**config.mk**
```make
export PLATFORM = sky130hd
export DESIGN_NAME = fifo_rd_ctrl
export DESIGN_NICKNAME = d
export VERILOG_FILES = /design/src/rtl/fifo_rd_ctrl.sv
export SDC_FILE = /design/constraint.sdc
export NUM_CORES = 1
export LEC_CHECK = 0
export ABC_AREA = 1
export CORE_UTILIZATION = 41
export DETAILED_ROUTE_END_ITERATION = 10
export GPL_ROUTABILITY_DRIVEN = 0
export PLACE_DENSITY = 0.81
export SLEW_MARGIN = 20
export SYNTH_ARGS = -nofsm -noshare
export SYNTH_HDL_FRONTEND = slang
export SYNTH_SLANG_ARGS = --single-unit
export TNS_END_PERCENT = 30
```
**constraint.sdc**
```tcl
create_clock -name R_CLK -period 5.6 [get_ports R_CLK]
set_input_delay 0.56 -clock R_CLK [delete_from_list [all_inputs] [get_ports R_CLK]]
set_output_delay 0.56 -clock R_CLK [all_outputs]
set_load 0.05 [all_outputs]
```
**src/rtl/fifo_rd_ctrl.sv**
```systemverilog
// fifo_rd_ctrl: read-side controller of the async FIFO (read clock domain).
// Keeps the binary read counter, RAM read address and Gray read pointer,
// and registers look-ahead EMPTY / ALMOST_EMPTY flags plus an occupancy
// count derived from the synchronised Gray write pointer.
//
// Ports:
//   R_CLK        read clock, rising edge
//   R_RST        asynchronous reset, active-high
//   R_INC        read request; pops one word per cycle while EMPTY=0
//   rq2_wptr     Gray write pointer from the double-flop synchroniser
//   R_ptr        registered Gray read pointer to the write domain
//   R_addr       RAM read address
//   EMPTY        registered empty flag
//   ALMOST_EMPTY registered, occupancy <= AE_THRESH
//   R_LEVEL      registered occupancy seen from the read side, 0..DEPTH
//   R_UNDERFLOW  registered pulse per read request while EMPTY=1
//
// Build option: define FIFO_RD_UNDERFLOW_EN to enable R_UNDERFLOW;
// otherwise it is tied to 0.

module fifo_rd_ctrl #(
    parameter int ADDR_WIDTH = 3,
    parameter int AE_THRESH  = 1
) (
    input  logic                  R_CLK,
    input  logic                  R_RST,
    input  logic                  R_INC,
    input  logic [ADDR_WIDTH:0]   rq2_wptr,
    output logic [ADDR_WIDTH:0]   R_ptr,
    output logic [ADDR_WIDTH-1:0] R_addr,
    output logic                  EMPTY,
    output logic                  ALMOST_EMPTY,
    output logic [ADDR_WIDTH:0]   R_LEVEL,
    output logic                  R_UNDERFLOW
);

    localparam int PW = ADDR_WIDTH + 1;
    localparam logic [PW-1:0] AE_LIM = PW'(AE_THRESH);

    logic [PW-1:0] rd_bin;
    logic [PW-1:0] rd_bin_next;
    logic [PW-1:0] rd_gray_next;
    logic [PW-1:0] wbin;
    logic [PW-1:0] level_next;
    logic          pop;

    always_comb begin
        pop          = R_INC & ~EMPTY;
        rd_bin_next  = rd_bin + {{(PW-1){1'b0}}, pop};
        rd_gray_next = rd_bin_next ^ (rd_bin_next >> 1);
        // Gray to binary: bit i is the XOR of all Gray bits at or above i.
        wbin = '0;
        for (int i = 0; i < PW; i++) begin
            wbin[i] = ^(rq2_wptr >> i);
        end
        // Pop and write advance fold into one difference, so a
        // simultaneous pair leaves the level unchanged.
        level_next = wbin - rd_bin_next;
    end

    always_ff @(posedge R_CLK or posedge R_RST) begin
        if (R_RST) begin
            rd_bin       <= '0;
            R_ptr        <= '0;
            EMPTY        <= 1'b1;
            ALMOST_EMPTY <= 1'b1;
            R_LEVEL      <= '0;
        end else begin
            rd_bin       <= rd_bin_next;
            R_ptr        <= rd_gray_next;
            // Look-ahead: compare against the post-pop pointer so the
            // flag rises on the edge that consumes the last word.
            EMPTY        <= (rd_gray_next == rq2_wptr);
            ALMOST_EMPTY <= (level_next <= AE_LIM);
            R_LEVEL      <= level_next;
        end
    end

    assign R_addr = rd_bin[ADDR_WIDTH-1:0];

`ifdef FIFO_RD_UNDERFLOW_EN
    always_ff @(posedge R_CLK or posedge R_RST) begin
        if (R_RST) begin
            R_UNDERFLOW <= 1'b0;
        end else begin
            R_UNDERFLOW <= R_INC & EMPTY;
        end
    end
`else
    assign R_UNDERFLOW = 1'b0;
`endif

endmodule
```
Word-level counts from Yosys, hierarchy flattened
Index checks and enable logic that the tools add are counted.
Word-level totals
  logic and storage cells: 16
  output and inout bits: 14
  flip-flop bits (word level): 14
Operators by class
  reduce and logical (&&, ||, !) cells: 4
  add/sub/neg operators: 2
  equal/unequal tests: 1
  $lt $le $gt $ge: 1
  bitwise gates (word level): 3
Operators with widths (count)
  $reduce_xor A4 Y1: 4
  $add A4 B1 Y4: 1
  $eq A4 B4 Y1: 1
  $le A4 B1 Y1 const B: 1
  $sub A4 B4 Y4: 1
  $xor A4 B3 Y4: 1
  $and A1 B1 Y1: 1
  $not A1 Y1: 1

Logic depth before layout (Yosys ltp)
  word-level depth: 5
  mapped depth: 16
  gate-level depth less buffers: 16

Worst setup path before layout
No wires, ideal clock.
  path type: flip-flop to flip-flop
  from: register EMPTY
  to: register ALMOST_EMPTY
  setup time: 0.064 ns
  setup slack: 3.341 ns
  path buffers: 0
  required time: 5.536 ns
  period minus slack after synthesis: 2.259 ns
  stages on the path, launching flop included: 14
  arrival time: 2.195 ns
  cells stage by stage: dfstp_2 -> nor2_1 -> ha_1 -> ha_1 -> inv_1 -> nand3_2 -> nand2_1 -> inv_1 -> ha_1 -> inv_1 -> nand2_1 -> xor2_1 -> nand2_1 -> nor2_2
Between the ends
  longest elaborated chain between the ends: 5
Ends and longest elaborated chain
  start: declaration: RTL line 31  | output logic EMPTY,
  start signal: assignment: RTL line 73  | EMPTY <= (rd_gray_next == rq2_wptr);
  $not A1 Y1: RTL line 48  | pop = R_INC & ~EMPTY;
  $and A1 B1 Y1: RTL line 48
  $add A4 B1 Y4: RTL line 49  | rd_bin_next = rd_bin + {{(PW-1){1'b0}}, pop};
  named net rd_bin_next[1]: RTL line 41  | logic [PW-1:0] rd_bin_next;
  $sub A4 B4 Y4: RTL line 58  | level_next = wbin - rd_bin_next;
  $le A4 B1 Y1: RTL line 74  | ALMOST_EMPTY <= (level_next <= AE_LIM);
  end signal: assignment: RTL line 74
  end: declaration: RTL line 32  | output logic ALMOST_EMPTY,
The timed path passes the listed nets, and every way through them passes these cells.

Worst setup path after layout
  from: input R_INC
  to: register ALMOST_EMPTY
Between the ends
  longest elaborated chain between the ends: 4
Ends and longest elaborated chain
  start: declaration: RTL line 27  | input logic R_INC,
  $and A1 B1 Y1: RTL line 48
  $add A4 B1 Y4: RTL line 49
  named net rd_bin_next[1]: RTL line 41
  $sub A4 B4 Y4: RTL line 58
  $le A4 B1 Y1: RTL line 74
The timed path passes the listed nets, and every way through them passes these cells.

==> out/metrics.yaml <==
run_status: "finished clean"
hold_path.startpoint: "rd_bin[0]$_DFF_PP0_"
first_iter_violations: 10
clock_insertion_delay_worst_skew_ns: 0.27
chipHeight_um: 45.2
post_synth_instance_area_um2: 766
hpwlAfterDp_um: 906
period_minus_slack_ns: 2.42
wirelength_mm: 1.07
end_kind: "register"
r2r_start: "EMPTY$_DFF_PP1_"
cts_tree: "built"
finalSetupViolCount: 0
max_clock_freq_ghz: 0.414
synth_seq_cells: 13
detail_route.first_pass.iterations: 4
ys_types: 19
r2r_setup_slack_ns: 3.42
instances_no_fill: 129
cap_violations: 0
htreeDepth: 1
std_cell_rows: 15
worst-setup-path-type: "in -> reg"
grt_remaining_overflow: 0
total_cts_buffers: 3
report.final.hold_viol_count: 0
area.growth.synth_to_final_pct: 31.4
grt_start_max_net_pins: 14
hold_buffers: 0
fin_crit_sh_pct: 43.2
timing.critical_path.arrival_ns: 2.63
dpl.cell_count: 125
root_buffer: "sky130_fd_sc_hd__clkbuf_4"
drc: 0
fraction_of_final_layout_cells_sized_beyond_drive_strength_1_pct: 20.2
first_pass_grt_wire_length_mm: 1.82
mean_area_per_synthesized_cell_um2: 9.34
die_width_um: 45.2
cts.sinks: 13
route.antenna.remaining_nets: 0
holdCritPathClass: "reg -> reg"
critical_path.reg2reg.endpoint: "ALMOST_EMPTY$_DFF_PP1_"
cts.clk_slew.worst_paths_ns: 0.07
min_path_cells: 1
layout.nets: 117
final_max_slew_viol_count: 0
vias: 546
design.core.area_um2: 1750
buffer_count_from_post_cts_setup_fixing: 0
ys_warn_count: 0
commonest_non_fill_non_tap_cell_in_the_layout: "sky130_fd_sc_hd__clkdlybuf4s50_1"
synth_fp_nets: 94
finalSetupTns_ns: 0
most_frequent_cells_in_the_layout: "19 x sky130_fd_sc_hd__clkdlybuf4s50_1, 16 x sky130_fd_sc_hd__inv_1, 14 x sky130_fd_sc_hd__nand2_1, 11 x sky130_fd_sc_hd__dfrtp_1, 5 x sky130_fd_sc_hd__ha_1"
route.detailed.vias_per_inst: 4.23
worst_r2r_path_depth: 13
first_global_vias: 447
placement.io_buffers: 19
number_of_antenna_repair_diodes: 0
sequential_fraction_of_the_synthesis_area_pct: 42.8
crit_fanout: 5
worst_ep_required_time_ns: 5.81
post_cts_resize_count: 0
synthesis.instances: 82
fin_skew_ns: 0.00402
cts_buffer_depth: 2
num_io_pins: 21
grt_total_usage_pct: 12.7
antenna_found_initial: 0
timing.hold.worst_endpoint: "rd_bin[0]$_DFF_PP0_"
floorplan.die_area_um2: 2040
start_util_pct: 43.9
start_kind: "primary input"
grt_setup_unrepaired: "false"
wl_per_cell_um: 8.27
-- synthesized netlist by cell type --
library cell / instances / area (µm²)
sky130_fd_sc_hd__inv_1: 16 / 60.1
sky130_fd_sc_hd__ha_1: 5 / 62.6
sky130_fd_sc_hd__xor2_2: 1 / 16.3
sky130_fd_sc_hd__dfstp_2: 2 / 52.6
sky130_fd_sc_hd__nand2_2: 4 / 25.0
sky130_fd_sc_hd__nand2_4: 2 / 22.5
sky130_fd_sc_hd__inv_2: 2 / 7.51
sky130_fd_sc_hd__nor2_2: 2 / 12.5
sky130_fd_sc_hd__nand2_1: 14 / 52.6
sky130_fd_sc_hd__xor2_1: 4 / 35.0
sky130_fd_sc_hd__nand3_2: 4 / 40.0
sky130_fd_sc_hd__or2_4: 1 / 8.76
sky130_fd_sc_hd__nand3_1: 4 / 20.0
sky130_fd_sc_hd__xnor2_1: 3 / 26.3
sky130_fd_sc_hd__xnor3_1: 1 / 22.5
sky130_fd_sc_hd__buf_4: 1 / 7.51
sky130_fd_sc_hd__dfrtp_1: 11 / 275
sky130_fd_sc_hd__nor2_1: 4 / 15.0
sky130_fd_sc_hd__conb_1: 1 / 3.75
-- stage by stage --
step | util (%) | cell area (µm²) | setup WS [ns] | hold slack, ns
after floorplan | - | 766 | 3.34 | 0.436
after CTS | 57.6 | 1010 | 3.17 | 0.579
final | 57.6 | 1010 | 3.18 | 0.574
after detailed placement | 56.1 | 980 | 2.88 | 0.565
after global placement | 56.1 | 980 | 2.93 | 0.561
after global routing | 57.6 | 1010 | 2.98 | 0.599
-- routing by layer --
layer | part of all wire (%) | global-route usage [%] | up-vias
met5 | 0 | 0 | -
met4 | 1.8 | 9.09 | 0
met3 | 3.4 | 1.20 | 2
met2 | 45 | 18.0 | 18
met1 | 50 | 17.8 | 242
li1 | - | - | 284
-- cells by family after synthesis --
group | count (synthesis) | synth area share [%]
simple gates | 35 | 25.7
xor+xnor | 9 | 13.1
fa+ha+maj | 5 | 8.17
flops | 13 | 42.8
other cells | 1 | 0.490
buf+inv | 19 | 9.80
-- sequential cells by signal, indices dropped and copies added (netlist names) --
name          cells
ALMOST_EMPTY      1
EMPTY             1
R_LEVEL           4
R_ptr             4
rd_bin            3
-- critical path, stage by stage --
cell and delay, ns:
sky130_fd_sc_hd__clkdlybuf4s50_1 0.45, sky130_fd_sc_hd__inv_1 0.04, sky130_fd_sc_hd__nor2_1 0.09, sky130_fd_sc_hd__ha_1 0.20
sky130_fd_sc_hd__ha_1 0.33, sky130_fd_sc_hd__inv_1 0.11, sky130_fd_sc_hd__nand3_2 0.11, sky130_fd_sc_hd__nand2_1 0.08
sky130_fd_sc_hd__inv_1 0.04, sky130_fd_sc_hd__ha_1 0.18, sky130_fd_sc_hd__inv_1 0.05, sky130_fd_sc_hd__nand2_1 0.05
sky130_fd_sc_hd__xor2_1 0.16, sky130_fd_sc_hd__nand2_1 0.08, sky130_fd_sc_hd__nor2_2 0.10
-- layout make-up --
class | count | area, µm²
timing repair buffer | 19 | 190
fill | 154 | 739
sequential | 13 | 328
clock buffer | 4 | 26.3
tap | 25 | 31.3
multi-input combinational | 50 | 363
inverter | 18 | 67.6
-- worst max path at each step --
stage	from	to	slack (ns)	cells after the start
after floorplan	EMPTY$_DFF_PP1_	ALMOST_EMPTY$_DFF_PP1_	3.34	13
after global placement	R_INC	ALMOST_EMPTY$_DFF_PP1_	2.93	15
after detailed placement	R_INC	ALMOST_EMPTY$_DFF_PP1_	2.88	15
after CTS	R_INC	ALMOST_EMPTY$_DFF_PP1_	3.17	15
after global routing	R_INC	ALMOST_EMPTY$_DFF_PP1_	2.98	15
final	R_INC	ALMOST_EMPTY$_DFF_PP1_	3.18	15
Power is left out: the tool's default activity adds up to more than one toggle a clock period on the data nets, which glitch-free logic cannot reach.
